### config.mk
export PLATFORM = sky130hd
export DESIGN_NAME = mdr_error_monitor_flat
export DESIGN_NICKNAME = d
export VERILOG_FILES = /design/src/rtl/mdr_pkg.sv /design/src/rtl/mdr_error_monitor_if.sv /design/src/rtl/mdr_operand_check.sv /design/src/rtl/mdr_error_monitor.sv /design/src/flat_wrapper.sv
export SDC_FILE = /design/constraint.sdc
export NUM_CORES = 1
export LEC_CHECK = 0
export ABC_AREA = 1
export CORE_ASPECT_RATIO = 1.25
export CORE_MARGIN = 4
export CORE_UTILIZATION = 48
export DETAILED_ROUTE_END_ITERATION = 8
export PLACE_DENSITY = 0.84
export SLEW_MARGIN = 5
export SYNTH_ARGS = -nofsm -noshare
export SYNTH_HDL_FRONTEND = slang
export SYNTH_SLANG_ARGS = --single-unit
### constraint.sdc
create_clock -name clk -period 2.88 [get_ports clk]
set_input_delay 0.432 -clock clk [delete_from_list [all_inputs] [get_ports clk]]
set_output_delay 0.432 -clock clk [all_outputs]
set_load 0.01 [all_outputs]
### src/rtl/mdr_pkg.sv
// Shared types for the MDR error monitor: opcodes, error causes and monitor states.
package mdr_pkg;

  typedef enum logic [1:0] {
    OpMul  = 2'd0,
    OpDiv  = 2'd1,
    OpSqrt = 2'd2,
    OpRsvd = 2'd3
  } opcode_e;

  typedef enum logic [2:0] {
    ErrNone      = 3'd0,
    ErrMulOvf    = 3'd1,
    ErrDivZero   = 3'd2,
    ErrSqrtNeg   = 3'd3,
    ErrIllegalOp = 3'd4
  } err_code_e;

  typedef logic [2:0] state_t;

  localparam state_t StIdle      = 3'd0;
  localparam state_t StOperandA  = 3'd1;
  localparam state_t StOperandB  = 3'd2;
  localparam state_t StWaitReady = 3'd3;
  localparam state_t StError     = 3'd4;

endpackage

### src/rtl/mdr_error_monitor_if.sv
// Snooped MDR control signals plus the monitor's status outputs.
interface mdr_error_monitor_if #(
  parameter int unsigned WORD_LENGTH = 16,
  parameter int unsigned COUNT_WIDTH = 8
);
  logic                   start;
  logic                   load_data;
  logic                   ready;
  logic [1:0]             opcode;
  logic [WORD_LENGTH-1:0] data;
  logic                   clear_error;
  logic                   error;
  logic [2:0]             error_code;
  logic [COUNT_WIDTH-1:0] error_count;
  logic                   busy;

  modport master (
    output start, load_data, ready, opcode, data, clear_error,
    input  error, error_code, error_count, busy
  );

  modport slave (
    input  start, load_data, ready, opcode, data, clear_error,
    output error, error_code, error_count, busy
  );
endinterface

### src/rtl/mdr_operand_check.sv
// Combinational per-opcode operand legality check for one operand slot.
module mdr_operand_check
  import mdr_pkg::*;
#(
  parameter int unsigned WORD_LENGTH = 16,
  parameter int unsigned MUL_LIMIT   = 32768
) (
  input  opcode_e                opcode_i,
  input  logic                   operand_b_i,
  input  logic [WORD_LENGTH-1:0] data_i,
  output logic                   violation_o,
  output err_code_e              code_o
);

  localparam int unsigned CmpW = (WORD_LENGTH > 32) ? WORD_LENGTH : 32;

  logic [CmpW-1:0] data_ext;
  logic [CmpW-1:0] limit_ext;

  assign data_ext  = CmpW'(data_i);
  assign limit_ext = CmpW'(MUL_LIMIT);

  always_comb begin
    violation_o = 1'b0;
    code_o      = ErrNone;
    unique case (opcode_i)
      OpMul: begin
        if (data_ext > limit_ext) begin
          violation_o = 1'b1;
          code_o      = ErrMulOvf;
        end
      end
      OpDiv: begin
        // Only the divisor (second operand) can be illegal.
        if (operand_b_i && (data_i == '0)) begin
          violation_o = 1'b1;
          code_o      = ErrDivZero;
        end
      end
      OpSqrt: begin
        if (!operand_b_i && data_i[WORD_LENGTH-1]) begin
          violation_o = 1'b1;
          code_o      = ErrSqrtNeg;
        end
      end
      OpRsvd: begin
        violation_o = 1'b1;
        code_o      = ErrIllegalOp;
      end
    endcase
  end

endmodule

### src/rtl/mdr_error_monitor.sv
// Tracks MDR operations start->operands->ready, flags illegal operands and
// keeps a saturating count of error entries.
module mdr_error_monitor
  import mdr_pkg::*;
#(
  parameter int unsigned WORD_LENGTH = 16,
  parameter int unsigned MUL_LIMIT   = 32768,
  parameter int unsigned COUNT_WIDTH = 8,
  parameter bit          STICKY      = 1'b1
) (
  input logic               clk,
  input logic               reset,
  mdr_error_monitor_if.slave bus
);

  state_t                 state_q, state_d;
  opcode_e                opcode_q, opcode_d;
  err_code_e              code_q, code_d;
  logic                   error_q, error_d;
  logic                   busy_q, busy_d;
  logic [COUNT_WIDTH-1:0] count_q, count_d;
  logic                   enter_err;
  logic                   chk_viol;
  err_code_e              chk_code;
  opcode_e                start_op;

  assign start_op = opcode_e'(bus.opcode);

  mdr_operand_check #(
    .WORD_LENGTH (WORD_LENGTH),
    .MUL_LIMIT   (MUL_LIMIT)
  ) u_check (
    .opcode_i    (opcode_q),
    .operand_b_i (state_q == StOperandB),
    .data_i      (bus.data),
    .violation_o (chk_viol),
    .code_o      (chk_code)
  );

  always_comb begin
    state_d   = state_q;
    opcode_d  = opcode_q;
    code_d    = code_q;
    enter_err = 1'b0;
    case (state_q)
      StIdle: begin
        if (bus.start) begin
          opcode_d = start_op;
          if (start_op == OpRsvd) begin
            state_d   = StError;
            code_d    = ErrIllegalOp;
            enter_err = 1'b1;
          end else begin
            state_d = StOperandA;
          end
        end
      end
      StOperandA: begin
        if (bus.load_data) begin
          if (chk_viol) begin
            state_d   = StError;
            code_d    = chk_code;
            enter_err = 1'b1;
          end else if (opcode_q == OpSqrt) begin
            state_d = StWaitReady;
          end else begin
            state_d = StOperandB;
          end
        end
      end
      StOperandB: begin
        if (bus.load_data) begin
          if (chk_viol) begin
            state_d   = StError;
            code_d    = chk_code;
            enter_err = 1'b1;
          end else begin
            state_d = StWaitReady;
          end
        end
      end
      StWaitReady: begin
        if (bus.ready) begin
          state_d = StIdle;
        end
      end
      StError: begin
        if (bus.clear_error) begin
          state_d = StIdle;
          code_d  = ErrNone;
        end else if (!STICKY && bus.start) begin
          // Non-sticky: a start is handled exactly as from idle.
          opcode_d = start_op;
          if (start_op == OpRsvd) begin
            code_d    = ErrIllegalOp;
            enter_err = 1'b1;
          end else begin
            state_d = StOperandA;
            code_d  = ErrNone;
          end
        end
      end
      default: begin
        state_d = StIdle;
        code_d  = ErrNone;
      end
    endcase
  end

  always_comb begin
    count_d = count_q;
    if (enter_err && (count_q != '1)) begin
      count_d = count_q + COUNT_WIDTH'(1);
    end
    error_d = (state_d == StError);
    busy_d  = (state_d == StOperandA) || (state_d == StOperandB) || (state_d == StWaitReady);
  end

  always_ff @(posedge clk or posedge reset) begin
    if (reset) begin
      state_q  <= StIdle;
      opcode_q <= OpMul;
      code_q   <= ErrNone;
      error_q  <= 1'b0;
      busy_q   <= 1'b0;
      count_q  <= '0;
    end else begin
      state_q  <= state_d;
      opcode_q <= opcode_d;
      code_q   <= code_d;
      error_q  <= error_d;
      busy_q   <= busy_d;
      count_q  <= count_d;
    end
  end

  assign bus.error       = error_q;
  assign bus.error_code  = code_q;
  assign bus.error_count = count_q;
  assign bus.busy        = busy_q;

endmodule
### src/flat_wrapper.sv
// flat-port wrapper written by rule: the top's interface ports become plain ports
module mdr_error_monitor_flat import mdr_pkg::*;
#(
  parameter int unsigned WORD_LENGTH = 16,
  parameter int unsigned MUL_LIMIT   = 32768,
  parameter int unsigned COUNT_WIDTH = 8,
  parameter bit          STICKY      = 1'b1
)
  (clk, reset, bus_start, bus_load_data, bus_ready, bus_opcode, bus_data, bus_clear_error, bus_error, bus_error_code, bus_error_count, bus_busy);
  mdr_error_monitor_if #(.WORD_LENGTH(WORD_LENGTH), .COUNT_WIDTH(COUNT_WIDTH)) bus_i ();
  input logic clk;
  input logic reset;
  input wire logic [$bits(bus_i.start)-1:0] bus_start;
  input wire logic [$bits(bus_i.load_data)-1:0] bus_load_data;
  input wire logic [$bits(bus_i.ready)-1:0] bus_ready;
  input wire logic [$bits(bus_i.opcode)-1:0] bus_opcode;
  input wire logic [$bits(bus_i.data)-1:0] bus_data;
  input wire logic [$bits(bus_i.clear_error)-1:0] bus_clear_error;
  output wire logic [$bits(bus_i.error)-1:0] bus_error;
  output wire logic [$bits(bus_i.error_code)-1:0] bus_error_code;
  output wire logic [$bits(bus_i.error_count)-1:0] bus_error_count;
  output wire logic [$bits(bus_i.busy)-1:0] bus_busy;
  assign bus_i.start = bus_start;
  assign bus_i.load_data = bus_load_data;
  assign bus_i.ready = bus_ready;
  assign bus_i.opcode = bus_opcode;
  assign bus_i.data = bus_data;
  assign bus_i.clear_error = bus_clear_error;
  assign bus_error = bus_i.error;
  assign bus_error_code = bus_i.error_code;
  assign bus_error_count = bus_i.error_count;
  assign bus_busy = bus_i.busy;
  mdr_error_monitor #(.WORD_LENGTH(WORD_LENGTH), .MUL_LIMIT(MUL_LIMIT), .COUNT_WIDTH(COUNT_WIDTH), .STICKY(STICKY)) u_core (.clk(clk), .reset(reset), .bus(bus_i));
endmodule
==> flow_summary.toml <==
[status]
status = "finished clean"

[worst_setup_path]
worstPathArrival_ps = 1330
r2r_cells = 7
start_kind = "flip-flop"
path_buf_inv = 1
reg2reg_slack_ps = 1260
crit_path_cell_trace = "clkdlybuf4s50_1"
r2r_end = "u_core.bus.error_count[0]$_DFFE_PP0P_"
cp_top_family = "buffers and inverters"
setup.worst_path.end_class = "primary output"
crit_type = "reg -> out"
max_stage_delay_ps = 580
critPathRequiredTime_ps = 2450
path_max_fanout = 5
r2r-start = "u_core.bus.error_count[1]$_DFFE_PP0P_"
crit_slowest_cell = "clkdlybuf4s50_1"

[drt]
drtPass1Iterations = 4
routed_wl_um = 2650
drc = 0
drtAntennaViolNets = 0
route.vias.total = 1082
wire_per_inst_um = 12.3
drt_iter0_drc = 23
vias_per_cell = 5.03

[sta]
setup_viol = 0
fin_worst_skew_ps = 1.37
holdWs_ps = 519
fin_tns_setup_ps = 0
fin_crit_sh = 0.612
slew_viol_final = 0
max-slew-margin-rel = 0.544
max_freq_mhz = 567
period_minus_slack_ps = 1760
rsz0062_at_grt = "false"
hold_viol_final = 0
worst_slew_pin_slew_ps = 683

[worst_hold_path]
whs_path_depth = 2
hold_path.class = "reg -> reg"
min_from = "u_core.bus.error_code[0]$_DFFE_PP0P_"
holdPathEnd = "u_core.bus.error_code[0]$_DFFE_PP0P_"

[place]
gp_congestion = 0.886
io_buffers = 36
dp_hpwl_um = 2110

[clock_tree]
hold_buffers = 0
htreeDepth = 1
ctsResizeCount = 0
clkSlewWorstSetupHoldPaths_ps = 100
ctsLongestPathBuffers = 2
insertion_delay_ps = 290
cts_tree = "yes"
clockRootBuffer = "clkbuf_4"
cts_buffers = 3
postCtsSetupRepairBufs = 0
clock-sinks = 18

[finish]
num-fill-cells = 203
layout-drive-gt1-share = 0.114
diodes = 0
syn_to_final_growth_pct = 40.1
nNetsFinal = 210

[die]
rows = 19
die_w_um = 50.5
initial_utilization = 0.497
die_area_um2 = 3090
dieHeight_um = 61.2
ios = 37
coreArea_um2 = 2190

[synth]
ys_ff_latch = 18
syn_area_um2 = 1090
syn_inst = 144
yosys_warnings = 0
ys_types = 22
synth_seq_area_share = 0.415
syn_nets = 169
syn_avg_cell_area_um2 = 7.54

[global_route]
grt_pass1_vias = 1037
grt_max_degree = 19
antenna_found_initial = 0
grt.overflow.total = 0
grt_pass1_wl_um = 4190
gr-usage-all-layers = 0.178

[power]
power-per-cell-area_nw_per_um2 = 836
p_leak_nw = 0.722
ir_worst_vdd_mv = 0.528

[job]
maxCapViolCount = 0
-- cell usage in the layout, fill, tap and decap left out --
| cell type | synthesis | layout |
|---|---|---|
| inv_2 | 6 | 6 |
| clkbuf_4 | 0 | 3 |
| mux2_1 | 1 | 1 |
| nand2_1 | 46 | 46 |
| a31oi_1 | 2 | 2 |
| o21ai_1 | 3 | 3 |
| ha_1 | 1 | 1 |
| nor2_1 | 16 | 16 |
| nand4_4 | 1 | 1 |
| nor2_2 | 4 | 4 |
| xnor2_1 | 3 | 3 |
| nand2_4 | 2 | 2 |
| dfrtp_1 | 18 | 18 |
| nor3_1 | 1 | 1 |
| nand4_1 | 2 | 2 |
| a21oi_1 | 2 | 2 |
| nand3_2 | 4 | 4 |
| nand3b_1 | 1 | 1 |
| nor3b_1 | 1 | 1 |
| inv_1 | 8 | 8 |
| clkbuf_8 | 0 | 1 |
| o21ai_0 | 2 | 2 |
| xor2_1 | 3 | 3 |
| clkdlybuf4s50_1 | 0 | 36 |
| nand3_1 | 17 | 17 |
-- layout make-up --
type,instances,area [µm²],share of cell area
Multi-Input combinational cell,112,583,0.383
Sequential cell,18,450,0.296
Timing Repair Buffer,36,360,0.237
Clock buffer,4,36.3,0.0238
Inverter,14,52.6,0.0345
Tap cell,31,38.8,0.0255
-- tightest hold or removal path, cell delays in order (launching register included) --
cell	delay (ps)
dfrtp_1	370
nand2_1	50
o21ai_1	60
-- synthesized netlist by cell type --
library cell  instances  area [µm²]
nand3b_1              1        7.51
nor2_1               16        60.1
nand4_4               1        21.3
nor3_1                1        5.00
inv_1                 8        30.0
nor2_2                4        25.0
nand3_1              17        85.1
xnor2_1               3        26.3
mux2_1                1        11.3
nand2_4               2        22.5
a21oi_1               2        10.0
xor2_1                3        26.3
ha_1                  1        12.5
nand3_2               4        40.0
dfrtp_1              18         450
nand2_1              46         173
inv_2                 6        22.5
o21ai_1               3        15.0
o21ai_0               2        10.0
nor3b_1               1        7.51
a31oi_1               2        12.5
nand4_1               2        12.5
-- metal layers --
metal | track usage | part of all wire | up-vias
met5 | 0 | 0 | -
met4 | 0.0692 | 0.014 | 0
met3 | 0.0218 | 0.034 | 4
met2 | 0.366 | 0.56 | 25
met1 | 0.181 | 0.39 | 511
li1 | - | - | 542
-- power by group --
part           internal [W]  switching (W)  total (W)
combinational      0.000289       0.000384   0.000673
clock             0.0000771      0.0000797   0.000157
sequential         0.000347      0.0000953   0.000443
total              0.000713       0.000559    0.00127
-- stage by stage --
stage | total power [W] | instance area, µm² | utilization | setup slack, ps | instances
detailed placement | 0.00111 | 1490 | 0.679 | 871 | 211
CTS | 0.00128 | 1520 | 0.696 | 1110 | 215
floorplan | 0.000864 | 1090 | - | 1470 | 144
global placement | 0.00108 | 1490 | 0.679 | 910 | 211
global route | 0.00137 | 1520 | 0.696 | 1060 | 215
finish | 0.00127 | 1520 | 0.696 | 1120 | 215
-- kinds of logic after synthesis --
| group | after synthesis | share of synthesized area |
|---|---|---|
| AO/OA/AOI/OAI | 9 | 0.0438 |
| flip-flops | 18 | 0.415 |
| adder cells (fa/ha/maj) | 1 | 0.0115 |
| AND/OR/NAND/NOR | 95 | 0.423 |
| buffers and inverters | 14 | 0.0484 |
| multiplexers | 1 | 0.0104 |
| XOR/XNOR | 6 | 0.0484 |
-- state kept, by name, indices dropped and copies added, names as in the netlist --
register / count
u_core.bus.error_count: 8
u_core.bus.error_code: 3
u_core.state_q: 3
u_core.opcode_q: 2
u_core.bus.busy: 1
u_core.bus.error: 1
-- worst max-delay path by stage --
stage	startpoint	to	slack, ps	cells past startpoint
after detailed placement	bus_data[15]	u_core.bus.error_count[0]$_DFFE_PP0P_	870	10
final	u_core.bus.error_count[6]$_DFFE_PP0P_	bus_error_count[6]	1120	1
after global placement	bus_data[15]	u_core.bus.error_count[7]$_DFFE_PP0P_	910	10
after floorplan	u_core.bus.error_count[0]$_DFFE_PP0P_	u_core.bus.error_count[2]$_DFFE_PP0P_	1470	7
after CTS	u_core.bus.error_count[6]$_DFFE_PP0P_	bus_error_count[6]	1110	1
after global routing	bus_data[15]	u_core.bus.error_count[0]$_DFFE_PP0P_	1060	10
(Power assumes the default switching activity.)
